===== src/rtl/lorenz_step_ctrl.sv =====
// Run controller for a Lorenz-attractor integrator: sequences load/step pulses,
// decimates and buffers samples with a valid/ready handshake. Optional bound check: LORENZ_CTRL_BOUND_CHECK_EN.
module lorenz_step_ctrl #(
  parameter int unsigned             WIDTH = 27,
  parameter int unsigned             CNT_W = 32,
  parameter int unsigned             DEC_W = 16,
  parameter logic signed [WIDTH-1:0] BOUND = 27'sh1F00000
) (
  input  logic                    clk,
  input  logic                    reset,
  input  logic                    start,
  input  logic                    abort,
  input  logic [CNT_W-1:0]        num_steps,
  input  logic [DEC_W-1:0]        decim,
  input  logic signed [WIDTH-1:0] x_in,
  input  logic signed [WIDTH-1:0] y_in,
  input  logic signed [WIDTH-1:0] z_in,
  output logic                    int_load,
  output logic                    int_step,
  output logic                    out_valid,
  input  logic                    out_ready,
  output logic signed [WIDTH-1:0] out_x,
  output logic signed [WIDTH-1:0] out_y,
  output logic signed [WIDTH-1:0] out_z,
  output logic [CNT_W-1:0]        out_idx,
  output logic                    busy,
  output logic                    done,
  output logic                    error
);

  typedef enum logic [2:0] {
    S_IDLE = 3'd0,
    S_LOAD = 3'd1,
    S_RUN  = 3'd2,
    S_CAPT = 3'd3,
    S_DONE = 3'd4,
    S_ERR  = 3'd5
  } state_t;

  // A non-positive limit would flag every sample as divergent.
  if (BOUND <= 0) begin : g_bad_bound
    $error("lorenz_step_ctrl: BOUND must be positive");
  end

  state_t           state;
  state_t           state_nxt;
  logic [CNT_W-1:0] step_cnt;
  logic [CNT_W-1:0] num_q;
  logic [DEC_W-1:0] dec_cnt;
  logic [DEC_W-1:0] dec_lim;

  logic [CNT_W-1:0] step_inc;
  logic [DEC_W-1:0] dec_inc;
  logic             run_end;
  logic             cap_ok;
  logic             last_step;
  logic             abort_act;
  logic             bound_hit;
  logic             capture;
  logic             flush;

  logic             load_d;
  logic             step_d;
  logic             busy_d;
  logic             done_d;

  assign step_inc  = step_cnt + CNT_W'(1);
  assign dec_inc   = dec_cnt + DEC_W'(1);
  assign run_end   = (step_inc == num_q) || (dec_inc == dec_lim);
  assign cap_ok    = !out_valid || out_ready;
  assign last_step = (step_cnt == num_q);
  assign abort_act = abort && (state inside {S_LOAD, S_RUN, S_CAPT, S_DONE});

`ifdef LORENZ_CTRL_BOUND_CHECK_EN
  localparam logic signed [WIDTH-1:0] NEG_BOUND = -BOUND;

  logic x_out;
  logic y_out;
  logic z_out;

  // Magnitude test done as two signed compares so the most negative word cannot overflow.
  assign x_out     = (x_in >= BOUND) || (x_in <= NEG_BOUND);
  assign y_out     = (y_in >= BOUND) || (y_in <= NEG_BOUND);
  assign z_out     = (z_in >= BOUND) || (z_in <= NEG_BOUND);
  assign bound_hit = (state inside {S_RUN, S_CAPT}) && (x_out || y_out || z_out);
`else
  assign bound_hit = 1'b0;
`endif

  assign capture = (state == S_CAPT) && cap_ok && !abort_act && !bound_hit;
  assign flush   = abort_act || bound_hit;

  // State and control-output registers.
  always_ff @(posedge clk or posedge reset) begin
    if (reset) begin
      state    <= S_IDLE;
      int_load <= 1'b0;
      int_step <= 1'b0;
      busy     <= 1'b0;
      done     <= 1'b0;
`ifdef LORENZ_CTRL_BOUND_CHECK_EN
      error    <= 1'b0;
`endif
    end else begin
      state    <= state_nxt;
      int_load <= load_d;
      int_step <= step_d;
      busy     <= busy_d;
      done     <= done_d;
`ifdef LORENZ_CTRL_BOUND_CHECK_EN
      error    <= (state_nxt == S_ERR);
`endif
    end
  end

`ifndef LORENZ_CTRL_BOUND_CHECK_EN
  assign error = 1'b0;
`endif

  // Next-state logic; abort outranks divergence, which outranks capture.
  always_comb begin
    state_nxt = state;
    unique case (state)
      S_IDLE: begin
        if (start) state_nxt = S_LOAD;
      end
      S_LOAD: begin
        if (abort_act)              state_nxt = S_IDLE;
        else if (num_steps == '0)   state_nxt = S_DONE;
        else                        state_nxt = S_RUN;
      end
      S_RUN: begin
        if (abort_act)              state_nxt = S_IDLE;
        else if (bound_hit)         state_nxt = S_ERR;
        else if (run_end)           state_nxt = S_CAPT;
      end
      S_CAPT: begin
        if (abort_act)              state_nxt = S_IDLE;
        else if (bound_hit)         state_nxt = S_ERR;
        else if (cap_ok)            state_nxt = last_step ? S_DONE : S_RUN;
      end
      S_DONE: begin
        state_nxt = S_IDLE;
      end
      S_ERR: begin
        if (start) state_nxt = S_LOAD;
      end
      default: begin
        state_nxt = S_IDLE;
      end
    endcase
  end

  // Control outputs are decoded from the next state so they line up with the state register.
  always_comb begin
    load_d = 1'b0;
    step_d = 1'b0;
    busy_d = 1'b0;
    done_d = 1'b0;
    unique case (state_nxt)
      S_LOAD: begin
        load_d = 1'b1;
        busy_d = 1'b1;
      end
      S_RUN: begin
        step_d = 1'b1;
        busy_d = 1'b1;
      end
      S_CAPT: begin
        busy_d = 1'b1;
      end
      S_DONE: begin
        done_d = 1'b1;
      end
      default: begin
        load_d = 1'b0;
      end
    endcase
  end

  // Run counters, latched run parameters and the one-deep sample buffer.
  always_ff @(posedge clk or posedge reset) begin
    if (reset) begin
      step_cnt  <= '0;
      dec_cnt   <= '0;
      num_q     <= '0;
      dec_lim   <= DEC_W'(1);
      out_valid <= 1'b0;
      out_x     <= '0;
      out_y     <= '0;
      out_z     <= '0;
      out_idx   <= '0;
    end else begin
      case (state)
        S_LOAD: begin
          step_cnt <= '0;
          dec_cnt  <= '0;
          num_q    <= num_steps;
          dec_lim  <= (decim == '0) ? DEC_W'(1) : decim;
        end
        S_RUN: begin
          step_cnt <= step_inc;
          dec_cnt  <= run_end ? '0 : dec_inc;
        end
        default: begin
          step_cnt <= step_cnt;
        end
      endcase

      if (flush) begin
        out_valid <= 1'b0;
      end else if (capture) begin
        out_valid <= 1'b1;
        out_x     <= x_in;
        out_y     <= y_in;
        out_z     <= z_in;
        out_idx   <= step_cnt;
      end else if (out_ready) begin
        out_valid <= 1'b0;
      end
    end
  end

endmodule


===== config.mk =====
export PLATFORM = sky130hd
export DESIGN_NAME = lorenz_step_ctrl
export DESIGN_NICKNAME = d
export VERILOG_FILES = /design/src/rtl/lorenz_step_ctrl.sv
export SDC_FILE = /design/constraint.sdc
export NUM_CORES = 1
export LEC_CHECK = 0
export CAP_MARGIN = 20
export CORE_MARGIN = 10
export CORE_UTILIZATION = 50
export CTS_CLUSTER_SIZE = 8
export DETAILED_ROUTE_END_ITERATION = 8
export GPL_TIMING_DRIVEN = 0
export PLACE_DENSITY = 0.88
export SLEW_MARGIN = 5
export SYNTH_ARGS = -nofsm -noshare
export SYNTH_HDL_FRONTEND = slang
export SYNTH_SLANG_ARGS = --single-unit

===== constraint.sdc =====
create_clock -name clk -period 16.1 [get_ports clk]
set_input_delay 4.025 -clock clk [delete_from_list [all_inputs] [get_ports clk]]
set_output_delay 4.025 -clock clk [all_outputs]
set_load 0.005 [all_outputs]

* Word-level counts from Yosys, hierarchy flattened *
Index checks and enable logic that the tools add are counted.

word-level totals
  bits in registers = 217

operators by class
  add/subtract/negate cells = 2
  equality and inequality tests = 12
  mux-type cells = 20
  bitwise operators = 1
  reductions and logical operators = 16

operator list
  kind                   count
  $eq 32x32->1           2
  $pmux 32 s2            1
  $add 32x1->32 const B  1
  $logic_not 32->1       1
  $mux 16                2
  $pmux 16 s2            1
  $mux 3                 8
  $add 16x1->16 const B  1
  $eq 16x16->1           1
  $logic_not 16->1       1
  $eq 3x2->1 const B     4
  $pmux 3 s4             1
  $eq 3x3->1 const B     3
  $mux 1                 7
  $eq 3x1->1 const B     2
  $reduce_bool 4->1      1
  $logic_and 1x1->1      3
  $logic_not 3->1        1
  $reduce_bool 3->1      1
  $reduce_or 3->1        1
  $logic_not 1->1        2
  $logic_or 1x1->1       2
  $reduce_and 2->1       1
  $reduce_bool 2->1      1
  2 further kinds        2

* Longest topological paths before layout *
  word-level depth = 9
  mapped depth = 12
  gate-level depth less buffers = 10

* Least setup slack after synthesis *
Ideal clock, no wire load.

  path kind = input to register
  from = input port out_ready
  to = register out_idx[10]
  library setup time = 0.125 ns
  arrival time = 5.434 ns
  data required time = 15.975 ns
  path slack = 10.542 ns
  stages = 5
  buffers on the path = 2
  path through = nand2b_1 nand4_1 clkbuf_1 clkbuf_1 mux2_2

on the way
  word-level cells in the longest chain between the ends = 4

RTL lines
  item                               RTL line  RTL
  start: declaration                 21        input logic out_ready,
  $logic_or 1x1->1                   70        assign cap_ok = !out_valid || out_ready;
  $logic_and 1x1->1 (2 in a row)     90        assign capture = (state == S_CAPT) && cap_ok && !abort_act && !bound_hit;
  $reduce_and 2->1 (no source line)  -
  end signal: assignment             217       out_idx <= step_cnt;
  end: declaration                   25        output logic [CNT_W-1:0] out_idx,

No other way between the ends.
A chain may end at the register's enable or synchronous reset.

* Worst setup path after layout *
  from = input port abort
  to = register out_idx[22]

on the way
  word-level cells in the longest chain between the ends = 4

RTL lines
  item                                 RTL line  RTL
  start: declaration                   12        input logic abort,
  $logic_and 1x1->1 *                  72        assign abort_act = abort && (state inside {S_LOAD, S_RUN, S_CAPT, S_DONE});
  $logic_not 1->1                      90
  $logic_and 1x1->1                    90
  $reduce_and 2->1 (no source line) *  -

Every way passes the cells marked *; elsewhere a longest branch is shown, timed or not.

==> impl_results.md <==
* Placed wire-length estimate at 25.3 mm
* Final-layout fill cell count at 1549
* Clock transition at the registers of the reported paths at 50 ps
* Largest net degree at the start of global routing at 112
* GR Overflow Total at 0
* First-pass DRT Iterations at 5
* Number of buffers inserted during clock tree synthesis at 31
* Clock latency on the worst-skew pair at 550 ps
* Post-route fraction of the period consumed by the critical path at 0.382
* Sequential share of the synthesized area at 0.503
* Hold path startpoint: out_idx[6]$_DFFE_PP0P_
* Max Transition Viols Final at 0
* Classification of the worst-slack hold path: flop to flop
* Least-Margin Pin Slew at 928 ps
* DR WL/cell at 22.5 um
* Wire length of the first global-routing pass at 53.5 mm
* Worst Reg-to-Reg Cells at 11
* Destination of the worst hold path: out_idx[6]$_DFFE_PP0P_
* CTS tree: done
* H-tree lvl count at 1
* Number of different library cells in the post-synthesis netlist at 72
* Mean Syn Cell Area at 11.4 um^2
* Standard-cell rows at 53
* Number of top-level pins at 253
* Number of global-route vias before repair at 9377
* WP data required at 16530 ps
* Worst hold path depth at 1
* Clk sinks at 217
* Run status: completed
* Arrival @ worst endpoint at 6580 ps
* Fin Hold WS at 499 ps
* DR iter-0 viols at 675
* Peak supply drop at 0.000119 V
* Synth Instances at 950
* YS warnings at 0
* Area of all sequential standard cells at 5430 um^2
* CTS Hold Bufs at 0
* Area of the die at 27900 um^2
* Final nets at 1371
* Switching power at 0.546 mW
* Synth-to-layout area growth at 34.6%
* Largest buffer count on any clock path at 3
* Synthesized netlist net count at 1086
* Root buf cell: clkbuf_16
* Non-Filler Instances at 1524
* Number of placed instances, taps included at 1477
* Fin crit period at 6150 ps
* Worst Setup End Kind: flop
* Hold Fails Final Rpt at 0
* Area of combinational cells with multiple inputs at 5050 um^2
* Initial antenna violation count at 2
* PostCTS Resize Cnt at 0
* Buffer count from post-CTS setup fixing at 0
* Share of post-route cells with drive strength above 1 at 0.184
* Total wirelength of the detailed-routed design at 34.3 mm
* Power density cells at 130 nW/um^2
* Via-to-Cell Ratio at 5.79
* Reg2reg end: dec_cnt[13]$_DFFE_PP0N_
* Floorplan core area at 21200 um^2
* Final Skew at 11.8 ps
* Post-layout worst setup margin at 9950 ps
* Sequential fraction of design power at 0.403
* Maximum achievable frequency at 163 MHz
* Number of synthesized register bits at 217
* Unrepaired setup endpoints after global routing: false
* Die boundary height at 167 um
* Die span in x at 167 um
* Ys flop type: dfrtp_1
* Setup total negative slack at 0 ps
* Post-placement worst setup slack at 9370 ps
* Fraction of power spent switching nets at 0.289
* Post-synthesis async set-or-reset flop share at 1.00
* Max-cap violation count at 0
* Design internal power at 1.34 mW
* Largest fanout on the critical path at 10
* Global placement routability congestion at 0.922
* Share of total power in combinational logic at 0.290
* EDFF count, synth at 0
* Critical path start-end classification: input port to flop
* GR Util All Layers at 0.235
* Starting Density at 0.510
* P_leak at 6.08 nW
* Antenna-violating nets left at 0
* Worst slew slack as a fraction of its limit at 0.373
* Setup violators final at 0
* Drt drc at 0
* Vias after detailed routing at 8829
* Combined area of all synthesized cells at 10800 um^2
* Clock power frac at 0.308
* Input/output buffers at 251
* Startpoint of the lowest-slack register-to-register path: step_cnt[0]$_DFFE_PP0N_
* Startpoint type of the worst setup path: input port
* FF-to-FF setup slack at 12290 ps
## kinds of logic after synthesis
| family | Yosys count | share of synthesized area |
|---|---|---|
| xor+xnor | 75 | 0.0634 |
| mux | 161 | 0.168 |
| other cells | 1 | 0.000348 |
| fa+ha+maj | 2 | 0.00232 |
| buf+inv | 72 | 0.0280 |
| simple gates | 276 | 0.145 |
| flops | 217 | 0.503 |
| compound gates | 146 | 0.0894 |
## Yosys cell counts, drive strengths merged, types with 3 or more instances
cell type / n / area share
dfrtp: 216 / 0.50
mux2: 158 / 0.16
nand2: 55 / 0.019
o21ai: 55 / 0.026
xnor2: 54 / 0.044
nor2: 51 / 0.018
clkbuf: 37 / 0.013
nand3: 34 / 0.017
nand4: 26 / 0.017
nor4: 23 / 0.020
a21oi: 21 / 0.0097
buf: 21 / 0.010
xor2: 19 / 0.015
nor3: 16 / 0.0074
and3: 14 / 0.0082
inv: 14 / 0.0049
a22o: 12 / 0.0097
nand2b: 11 / 0.0064
a21o: 10 / 0.0070
a31oi: 10 / 0.0072
o31ai: 10 / 0.0070
and2: 9 / 0.0052
and4: 9 / 0.0075
or3: 7 / 0.0041
nor2b: 5 / 0.0029
o211ai: 4 / 0.0028
o41ai: 4 / 0.0032
a22oi: 3 / 0.0021
mux2i: 3 / 0.0028
nand3b: 3 / 0.0021
or4: 3 / 0.0024
## per-layer routing
metal	wire, um	GRT usage	part of all wire
met5	0	0	0
met2	16800	0.398	0.49
met4	730	0.0638	0.021
met1	13000	0.269	0.38
met3	3830	0.0946	0.11
## how the worst max path moves through the flow
stage / from / end / slack, ps / depth (start not counted)
global route: abort / out_idx[22]$_DFFE_PP0P_ / 9800 / 6
floorplan: reset / busy$_DFF_PP0_ / 6140 / 1
global placement: reset / dec_cnt[6]$_DFFE_PP0N_ / 3360 / 2
CTS: abort / out_idx[22]$_DFFE_PP0P_ / 9940 / 6
detailed placement: abort / out_idx[22]$_DFFE_PP0P_ / 9370 / 6
finish: abort / out_idx[22]$_DFFE_PP0P_ / 9950 / 6
## cells in the final DEF, fill, tap and decap left out, drive strengths merged, types with 3 or more instances in the layout
cell	n
and2	9
nor4	23
o21ai	55
o211ai	4
xor2	19
o41ai	4
xnor2	54
a21oi	21
mux2i	3
mux2	158
inv	15
nand4	26
or4	3
a22oi	3
or3	7
a31oi	10
dfrtp	216
nand3	34
buf	22
nor2	51
nor3	16
and4	9
and3	14
a21o	10
o31ai	10
nor2b	5
nand3b	3
a22o	12
nand2b	11
clkbuf	81
clkdlybuf4s50	251
nand2	55
## power by group through the flow
stage	registers (mW)	clock network, mW	logic, mW
detailed placement	0.765	0	0.542
global route	0.774	0.611	0.591
global placement	0.755	0	0.528
finish	0.760	0.581	0.548
floorplan	0.752	0	0.246
CTS	0.760	0.590	0.552
## flip-flops by register name, indices dropped and copies added (netlist names)
| register | cells |
|---|---|
| dec_cnt | 16 |
| out_z | 27 |
| out_valid | 1 |
| int_step | 1 |
| dec_lim | 16 |
| out_idx | 32 |
| state | 3 |
| out_y | 27 |
| step_cnt | 32 |
| out_x | 27 |
| int_load | 1 |
| busy | 1 |
| done | 1 |
| num_q | 32 |
## worst max-delay path, cell delays in order
cell	delay, ps
clkdlybuf4s50_1	510
nor2_1	100
nand4_1	420
clkbuf_1	580
clkbuf_1	530
mux2_2	410
## area by class of cell
type,instances,area share
plain buffers,58,0.0171
diodes,1,0.000172
repair buffers,252,0.175
clock buffers,44,0.0568
flip-flops and latches,217,0.374
inverters,14,0.00414
clock inverters,2,0.00121
well taps,275,0.0237
multi-input cells,661,0.348
## stage by stage
step | utilization | instance area [um^2] | power, mW
3_5_place_dp | 0.647 | 13700 | 1.31
3_3_place_gp | 0.645 | 13600 | 1.28
2_1_floorplan | - | 10800 | 0.997
4_1_cts | 0.686 | 14500 | 1.90
5_1_grt | 0.687 | 14500 | 1.98
6_report | 0.687 | 14500 | 1.89
(Power assumes the default switching activity.)
